### config.mk
export PLATFORM = sky130hd
export DESIGN_NAME = dmem_arbiter
export DESIGN_NICKNAME = d
export VERILOG_FILES = /design/src/rtl/dmem_arb_pkg.sv /design/src/rtl/rr_pick2.sv /design/src/rtl/dmem_arbiter.sv
export SDC_FILE = /design/constraint.sdc
export NUM_CORES = 1
export LEC_CHECK = 0
export BUFFER_PORTS_ARGS = -buffer_cell sky130_fd_sc_hd__buf_2
export CORE_UTILIZATION = 48
export CTS_CLUSTER_SIZE = 28
export DETAILED_ROUTE_END_ITERATION = 12
export GPL_TIMING_DRIVEN = 0
export PLACE_DENSITY = 0.89
export SYNTH_ARGS = -nofsm -noshare
export SYNTH_HDL_FRONTEND = slang
export SYNTH_SLANG_ARGS = --single-unit
### constraint.sdc
create_clock -name clk -period 1.75 [get_ports clk]
set_input_delay 0.175 -clock clk [delete_from_list [all_inputs] [get_ports clk]]
set_output_delay 0.175 -clock clk [all_outputs]
set_load 0.01 [all_outputs]
### src/rtl/dmem_arb_pkg.sv
// Shared definitions for the data-RAM arbiter: FSM encoding, master indices
// and a saturating increment used by the optional perf counters.
package dmem_arb_pkg;

    typedef enum logic [1:0] {
        IDLE   = 2'd0,
        ACCESS = 2'd1,
        RESP   = 2'd2
    } arb_state_t;

    localparam int M_CPU  = 0;
    localparam int M_DMA  = 1;
    localparam int PERF_W = 16;

    function automatic logic [PERF_W-1:0] sat_inc(input logic [PERF_W-1:0] v);
        return (&v) ? v : v + 16'd1;
    endfunction

endpackage

### src/rtl/rr_pick2.sv
// Two-way request selector: round-robin on the last grant, or fixed priority
// to master 0 when fixed is set. Output is one-hot (or zero if no request).
module rr_pick2 (
    input  logic [1:0] req,
    input  logic       last,
    input  logic       fixed,
    output logic [1:0] sel
);

    always_comb begin
        sel = req;
        // last = 1 means master 1 was granted last, so master 0 takes the tie
        if (req == 2'b11) begin
            sel = (fixed || last) ? 2'b01 : 2'b10;
        end
    end

endmodule

### src/rtl/dmem_arbiter.sv
// Two-master arbiter in front of the single-port data RAM (IDLE/ACCESS/RESP).
// Define DMEM_ARB_PERF_EN to add saturating grant/conflict counters.
module dmem_arbiter
    import dmem_arb_pkg::*;
#(
    parameter int ADDR_W     = 8,
    parameter int DATA_W     = 32,
    parameter int FIXED_PRIO = 0
) (
    input  logic              clk,
    input  logic              rst_n,
    input  logic              m0_req,
    input  logic              m0_we,
    input  logic [ADDR_W-1:0] m0_addr,
    input  logic [DATA_W-1:0] m0_wdata,
    output logic              m0_gnt,
    output logic              m0_rvalid,
    output logic [DATA_W-1:0] m0_rdata,
    input  logic              m1_req,
    input  logic              m1_we,
    input  logic [ADDR_W-1:0] m1_addr,
    input  logic [DATA_W-1:0] m1_wdata,
    output logic              m1_gnt,
    output logic              m1_rvalid,
    output logic [DATA_W-1:0] m1_rdata,
    output logic              mem_en,
    output logic              mem_we,
    output logic [ADDR_W-1:0] mem_addr,
    output logic [DATA_W-1:0] mem_wdata,
    input  logic [DATA_W-1:0] mem_rdata
`ifdef DMEM_ARB_PERF_EN
    ,
    output logic [PERF_W-1:0] perf_gnt0,
    output logic [PERF_W-1:0] perf_gnt1,
    output logic [PERF_W-1:0] perf_conflict
`endif
);

    arb_state_t        state_reg, state_next;
    logic              winner_reg, winner_next;
    logic              last_reg, last_next;
    logic [1:0]        gnt_reg, gnt_next;
    logic [1:0]        rvalid_reg, rvalid_next;
    logic              mem_en_reg, mem_en_next;
    logic              mem_we_reg, mem_we_next;
    logic [ADDR_W-1:0] mem_addr_reg, mem_addr_next;
    logic [DATA_W-1:0] mem_wdata_reg, mem_wdata_next;
    logic [DATA_W-1:0] rdata_hold_reg [2];

    logic [1:0]        req;
    logic [1:0]        we_bits;
    logic [ADDR_W-1:0] addr_arr  [2];
    logic [DATA_W-1:0] wdata_arr [2];
    logic [DATA_W-1:0] rdata_arr [2];
    logic [1:0]        sel;
    logic              sel_idx;

    assign req     = {m1_req, m0_req};
    assign we_bits = {m1_we, m0_we};
    assign addr_arr[M_CPU]  = m0_addr;
    assign addr_arr[M_DMA]  = m1_addr;
    assign wdata_arr[M_CPU] = m0_wdata;
    assign wdata_arr[M_DMA] = m1_wdata;

    rr_pick2 u_pick (
        .req   (req),
        .last  (last_reg),
        .fixed (FIXED_PRIO != 0),
        .sel   (sel)
    );

    assign sel_idx = sel[M_DMA];

    always_comb begin
        state_next     = state_reg;
        winner_next    = winner_reg;
        last_next      = last_reg;
        gnt_next       = 2'b00;
        rvalid_next    = 2'b00;
        mem_en_next    = 1'b0;
        mem_we_next    = 1'b0;
        mem_addr_next  = mem_addr_reg;
        mem_wdata_next = mem_wdata_reg;
        case (state_reg)
            IDLE: begin
                if (|sel) begin
                    winner_next    = sel_idx;
                    last_next      = sel_idx;
                    gnt_next       = sel;
                    mem_en_next    = 1'b1;
                    mem_we_next    = we_bits[sel_idx];
                    mem_addr_next  = addr_arr[sel_idx];
                    mem_wdata_next = wdata_arr[sel_idx];
                    state_next     = ACCESS;
                end
            end
            ACCESS: begin
                if (mem_we_reg) begin
                    state_next = IDLE;
                end else begin
                    rvalid_next[winner_reg] = 1'b1;
                    state_next              = RESP;
                end
            end
            RESP:    state_next = IDLE;
            default: state_next = IDLE;
        endcase
    end

    always_ff @(posedge clk or negedge rst_n) begin
        if (!rst_n) begin
            state_reg     <= IDLE;
            winner_reg    <= 1'b0;
            last_reg      <= 1'b1;
            gnt_reg       <= 2'b00;
            rvalid_reg    <= 2'b00;
            mem_en_reg    <= 1'b0;
            mem_we_reg    <= 1'b0;
            mem_addr_reg  <= '0;
            mem_wdata_reg <= '0;
        end else begin
            state_reg     <= state_next;
            winner_reg    <= winner_next;
            last_reg      <= last_next;
            gnt_reg       <= gnt_next;
            rvalid_reg    <= rvalid_next;
            mem_en_reg    <= mem_en_next;
            mem_we_reg    <= mem_we_next;
            mem_addr_reg  <= mem_addr_next;
            mem_wdata_reg <= mem_wdata_next;
        end
    end

    // Each master's rdata shows the RAM live during its RESP cycle and holds it afterwards
    always_ff @(posedge clk or negedge rst_n) begin
        if (!rst_n) begin
            for (int i = 0; i < 2; i++) rdata_hold_reg[i] <= '0;
        end else begin
            for (int i = 0; i < 2; i++) begin
                if (rvalid_reg[i]) rdata_hold_reg[i] <= mem_rdata;
            end
        end
    end

    generate
        for (genvar gi = 0; gi < 2; gi++) begin : g_rdata
            assign rdata_arr[gi] = rvalid_reg[gi] ? mem_rdata : rdata_hold_reg[gi];
        end
    endgenerate

    assign m0_gnt    = gnt_reg[M_CPU];
    assign m1_gnt    = gnt_reg[M_DMA];
    assign m0_rvalid = rvalid_reg[M_CPU];
    assign m1_rvalid = rvalid_reg[M_DMA];
    assign m0_rdata  = rdata_arr[M_CPU];
    assign m1_rdata  = rdata_arr[M_DMA];
    assign mem_en    = mem_en_reg;
    assign mem_we    = mem_we_reg;
    assign mem_addr  = mem_addr_reg;
    assign mem_wdata = mem_wdata_reg;

`ifdef DMEM_ARB_PERF_EN
    logic [PERF_W-1:0] perf_gnt0_reg, perf_gnt1_reg, perf_conflict_reg;

    always_ff @(posedge clk or negedge rst_n) begin
        if (!rst_n) begin
            perf_gnt0_reg     <= '0;
            perf_gnt1_reg     <= '0;
            perf_conflict_reg <= '0;
        end else begin
            if (gnt_reg[M_CPU]) perf_gnt0_reg <= sat_inc(perf_gnt0_reg);
            if (gnt_reg[M_DMA]) perf_gnt1_reg <= sat_inc(perf_gnt1_reg);
            if (state_reg == IDLE && (&req)) perf_conflict_reg <= sat_inc(perf_conflict_reg);
        end
    end

    assign perf_gnt0     = perf_gnt0_reg;
    assign perf_gnt1     = perf_gnt1_reg;
    assign perf_conflict = perf_conflict_reg;
`endif

endmodule
Yosys cells after proc, flatten, opt, wreduce, memory -nomap -nowiden
Index checks and enable logic that the tools add are counted.
{"block": "classes", "magnitude_cmp": 4, "n_eq_ne": 3, "muxes": 25, "bitwise": 1, "reduce_logical": 4}
{"operator": "$mux 32", "n": 5}
{"operator": "$mux 8", "n": 3}
{"operator": "$mux 2", "n": 8}
{"operator": "$mux 1", "n": 7}
{"operator": "$lt 1x2->1 const B", "n": 2}
{"operator": "$pmux 2 s2", "n": 1}
{"operator": "$eq 2x1->1 const B", "n": 1}
{"operator": "$eq 2x2->1 const B", "n": 1}
{"operator": "$ge 2x2->1 const B", "n": 1}
{"operator": "$logic_not 2->1", "n": 1}
{"operator": "$ne 2x2->1 const B", "n": 1}
{"operator": "$not 1->2", "n": 1}
{"operator": "$reduce_and 2->1", "n": 1}
{"operator": "$reduce_or 2->1", "n": 1}
{"operator": "$demux 1 s1", "n": 1}
{"operator": "$ge 1x1->1 const B", "n": 1}
{"operator": "$logic_and 1x1->1", "n": 1}
{"block": "word_totals", "register_bits": 114, "in_bits": 118, "elab_cells": 48}

Depth between registers and ports, before layout
{"block": "depth", "ltp_word": 6, "depth_mapped": 6, "ltp_nobuf": 3}

Cells and area by module
From an unflattened synthesis, not the netlist that was laid out.
{"block": "hier_totals", "cells_unflattened": 294, "area_unflattened_um2": 4901.0}
{"module": "dmem_arbiter", "n_inst": 1, "cells_per_inst": 290, "area_per_inst_um2": 4878.4, "seq_area_each_um2": 2854.0}
{"module": "rr_pick2", "n_inst": 1, "cells_per_inst": 4, "area_per_inst_um2": 22.5, "seq_area_each_um2": 0.0}

Worst setup path after synthesis
Ideal clock, no wire load.
{"block": "synth_path", "path_kind": "reg-to-reg", "from": "register last_reg", "to": "register mem_addr_reg[0] (netlist: mem_addr[0])", "setup_time_ns": 0.080, "t_arrival_ns": 1.303, "required_time_ns": 1.670, "slack_ns": 0.367, "stages_incl_launch_ff": 6, "path_buffers": 2, "synth_period_minus_slack_ns": 1.383, "cell_sequence": "dfstp_2 > a21bo_1 > buf_2 > clkbuf_1 > nand2_1 > a31oi_4"}
{"block": "synth_via", "elab_chain_len": 6}
{"item": "start, declared", "line": "dmem_arbiter.sv:41", "text": "logic last_reg, last_next;"}
{"item": "start signal, assigned", "line": "dmem_arbiter.sv:124", "text": "last_reg <= last_next;"}
{"item": "$mux 2 (*)", "line": "rr_pick2.sv:14", "text": "sel = (fixed || last) ? 2'b01 : 2'b10;"}
{"item": "$mux 2 (*)", "line": "rr_pick2.sv:13", "text": "if (req == 2'b11) begin"}
{"item": "$not 1->2 (implied by the code)", "line": "dmem_arbiter.sv:92", "text": "mem_addr_next = addr_arr[sel_idx];"}
{"item": "$mux 8 (implied by the code) (3 in series)", "line": "dmem_arbiter.sv:92"}
{"item": "end signal, assigned", "line": "dmem_arbiter.sv:129", "text": "mem_addr_reg <= mem_addr_next;"}
{"item": "end, declared", "line": "dmem_arbiter.sv:46", "text": "logic [ADDR_W-1:0] mem_addr_reg, mem_addr_next;"}
Every way passes the cells marked *; elsewhere a longest branch is shown, timed or not. The select of a mux whose other input is x is not followed.
A chain may end at the register's enable or synchronous reset.

Worst setup path in the final report
{"block": "layout_path", "from": "register rvalid_reg[1]", "to": "output m1_rdata[15]"}
{"block": "layout_via", "elab_chain_len": 1}
{"item": "start, declared", "line": "dmem_arbiter.sv:43", "text": "logic [1:0] rvalid_reg, rvalid_next;"}
{"item": "start signal, assigned", "line": "dmem_arbiter.sv:126", "text": "rvalid_reg <= rvalid_next;"}
{"item": "$mux 32"}
{"item": "end, declared", "line": "dmem_arbiter.sv:25", "text": "output logic [DATA_W-1:0] m1_rdata,"}
No other way between the ends.

==> key figures <==
Status
  – Status: finished with violations
  – Failing checks: setup timing

Placement
  – HPWL Detailed: 9650 µm
  – DP Area: about 0.0066 mm²
  – Final Wtd Congestion: 0.776
  – Placed Cells: between 700 and 800
  – Place WS: 82.4 ps
  – IO Port Bufs: approximately 230

Drt
  – DR vias: 5071
  – Routed len/inst: 23.2 µm
  – Routed WL: ~21000 µm
  – DR iter-0 viols: 311
  – Remaining antenna violation count: 0
  – First drt pass iteration count: 5
  – DR DRC count: 0
  – Vias per cell: approximately 5.5

Critical path
  – Worst R2R End: rdata_hold_reg[26]
  – Crit path DAT: 1710 ps
  – CP Max Fanout: 10
  – Critical path type: reg2out
  – Data required, critical path: 1570 ps
  – Worst R2R Start: rvalid_reg[1]
  – R2R cell count: 4
  – Critical path launch point type: flop
  – R2R Setup Slk: 50 ps
  – Critical path capture point type: output pin

Global route
  – Largest net degree at the start of global routing: 65
  – Global Route met2 Usage: between 60% and 70%
  – GRT met1 Usage: 38.3%
  – GR peak layer: met2
  – Antenna violations before repair: 1
  – First-pass GRT wire length: 29000 µm
  – Vias in the first global route: 5273
  – Met3 usage: 9.93%
  – Grt total ovfl: 0
  – Global router's overall resource usage: 34.4%

Yosys
  – Post-synthesis adder-cell area fraction: 0%
  – Synth Area in Compound Gates: 20.6%
  – Area leader, netlist: dfrtp_1
  – Largest family of logic cells by synthesized area: compound AO/OA/AOI/OAI gates
  – Post-synthesis mux area share: 13.8%
  – Mapped Area: 0.00523 mm²
  – Syn Area/Cell: 13.5 µm²
  – Synth top area cells: dfrtp_1, a31oi_4, mux2_2
  – Synthesized flop and latch total: between 100 and 150
  – Synth Area in Simple Gates: 7.20%
  – Syn Nets: about 510
  – Yosys top cell area share: 54.0%
  – Post-Synthesis Cells: 388
  – Register area share after synthesis: 54.5%
  – Synth Area in XOR/XNOR: 0%
  – Unique cell type count in the Yosys netlist: 24
  – Synth warnings: 0

Timing
  – Min Hold Slack: about 35 ps
  – Final Skew: 10.1 ps
  – RSZ-0062 raised after global routing: true
  – Final hold viol count: 0
  – Final Cycle Share: 108%
  – Slew Limit Fails: 0
  – Worst rel slew slack: 54.7%
  – Slew @ Worst Pin: between 600 and 700 ps
  – Worst Slack Setup Final: -132 ps
  – Fmax: roughly 530 MHz
  – Tmin final: about 1900 ps
  – Final setup fails: 62

Power
  – Switching share of power: a little under two fifths
  – Clock network power share: 17.1%
  – PwrDens: between 1500 and 2000 mW/mm²
  – Register share of total power: around a quarter
  – Internal cell power: 11.1 mW
  – Switching Power: between 6 and 7 mW
  – Logic gate share of total power: between 50 and 60%
  – Leak: 4.16 nW
  – Maximum VDD drop: 1240 µV
  – Total power: 17.9 mW

Cells and area
  – Area delta synth->final: 74.0%
  – Non-filler cells, final: approximately 900
  – Max reg flops: 64
  – Share of layout cells above drive strength 1: 53.0%
  – # nets final: 892
  – Fin area: 0.00910 mm²

Die
  – Die area: 0.0113 mm²
  – Initial Util: 50.0%
  – Rows: 37
  – Core area: around 0.010 mm²
  – Die Height: 106 µm
  – Die width: 106 µm
  – Boundary pin count: around 230

Clock tree
  – Worst-Skew Late Latency: between 500 and 600 ps
  – Clk buf depth: 2
  – Total CTS buffers: 17
  – CTS tree: done
  – Clk sinks: 114
  – Clock Pin Slew Worst Setup and Hold Paths: 50 ps
  – Root Buffer: clkbuf_8
  – H-tree depth reported by CTS: 4

Run
  – MaxCap Viol Count: 0

Min path
  – Hold EP: mem_wdata[21]
  – Worst min-delay path class: in2reg
  – Min-delay src: m1_wdata[21]
  – Worst hold path depth: 3
==> critical path, stage by stage, from the launching register on <==
cell	delay, ps
dfrtp_2	380
buf_12	150
buf_12	140
mux2_2	370
buf_2	160
==> through the flow <==
stage          util (%)  setup TNS (ps)
2_1_floorplan         -               0
3_3_place_gp       62.5          -80990
3_5_place_dp       62.8               0
4_1_cts            81.5           -3810
5_1_grt            87.0           -7290
6_report           87.0           -5260
==> synth_stat cells <==
cell type,instances
dfrtp_1,113
nor2_1,1
and3_1,1
a31oi_4,39
nor2b_1,1
nand2_1,82
nor3_1,1
mux2_1,28
nor3b_1,1
buf_6,1
a21bo_1,1
clkbuf_1,14
nor2_2,1
and2_4,1
a21boi_1,2
buf_2,12
and2_1,2
a21oi_1,42
nand2b_1,1
buf_12,4
mux2_2,36
dfstp_2,1
or2_1,1
a31oi_1,2
==> how the worst max path moves through the flow <==
stage | startpoint | endpoint | depth (start not counted)
after floorplan | last_reg | mem_addr[0] | 5
after detailed placement | state_reg[1] | mem_wdata[21] | 4
after global placement | rst_n | mem_wdata[15] | 1
after CTS | rvalid_reg[1] | m1_rdata[2] | 3
final | rvalid_reg[1] | m1_rdata[15] | 4
after global routing | rvalid_reg[1] | m1_rdata[15] | 4
==> layout make-up <==
cell class / instances / area (µm²)
diodes: 1 / 2.50
plain buffers: 29 / 285
clock buffers: 19 / 442
clock inverters: 13 / 87.6
fillers: 431 / 1360
multi-input cells: 243 / 2330
flip-flops and latches: 114 / 2860
well taps: 136 / 170
repair buffers: 369 / 2930
==> layout by cell type, fill, tap and decap left out, types with 2 or more instances in the layout <==
cell / instances
buf_2: 182
dlygate4sd3_1: 116
dfrtp_1: 111
nand2_1: 82
buf_6: 52
mux2_4: 42
a21oi_1: 42
a31oi_4: 39
mux2_2: 22
clkbuf_16: 20
buf_4: 19
buf_12: 10
clkbuf_2: 7
clkinvlp_4: 6
clkbuf_1: 5
clkinv_2: 5
clkbuf_8: 3
buf_8: 2
a21boi_1: 2
and2_1: 2
a31oi_1: 2
dfrtp_2: 2
==> power groups by stage <==
stage / registers (mW) / clock network (mW) / logic (mW)
after floorplan: 4.65 / 0 / 4.20
final: 4.74 / 3.07 / 10.1
after global routing: 4.80 / 3.22 / 10.4
after global placement: 4.45 / 0 / 6.51
after CTS: 4.55 / 3.07 / 7.80
after detailed placement: 4.51 / 0 / 6.78
==> per-layer routing <==
layer	wire length [µm]	vias up
li1	-	2123
met1	7720	2488
met2	11000	375
met3	1820	85
met4	946	0
met5	0	-
==> repair_timing <==
item / in CTS / in global routing
endpoints found under the hold margin: 156 / 0
cloned: 0 / 4
resized for setup: 65 / 89
buffers inserted: 1 / 20
pin swaps: 0 / 0
hold buffers: 116 / 0
setup endpoints to repair: 64 / 91
==> cell families after synthesis <==
logic type      Yosys count
flops                   114
simple gates             93
compound gates           86
mux                      64
buf+inv                  31
No activity file was read; power rests on OpenSTA's default activity.
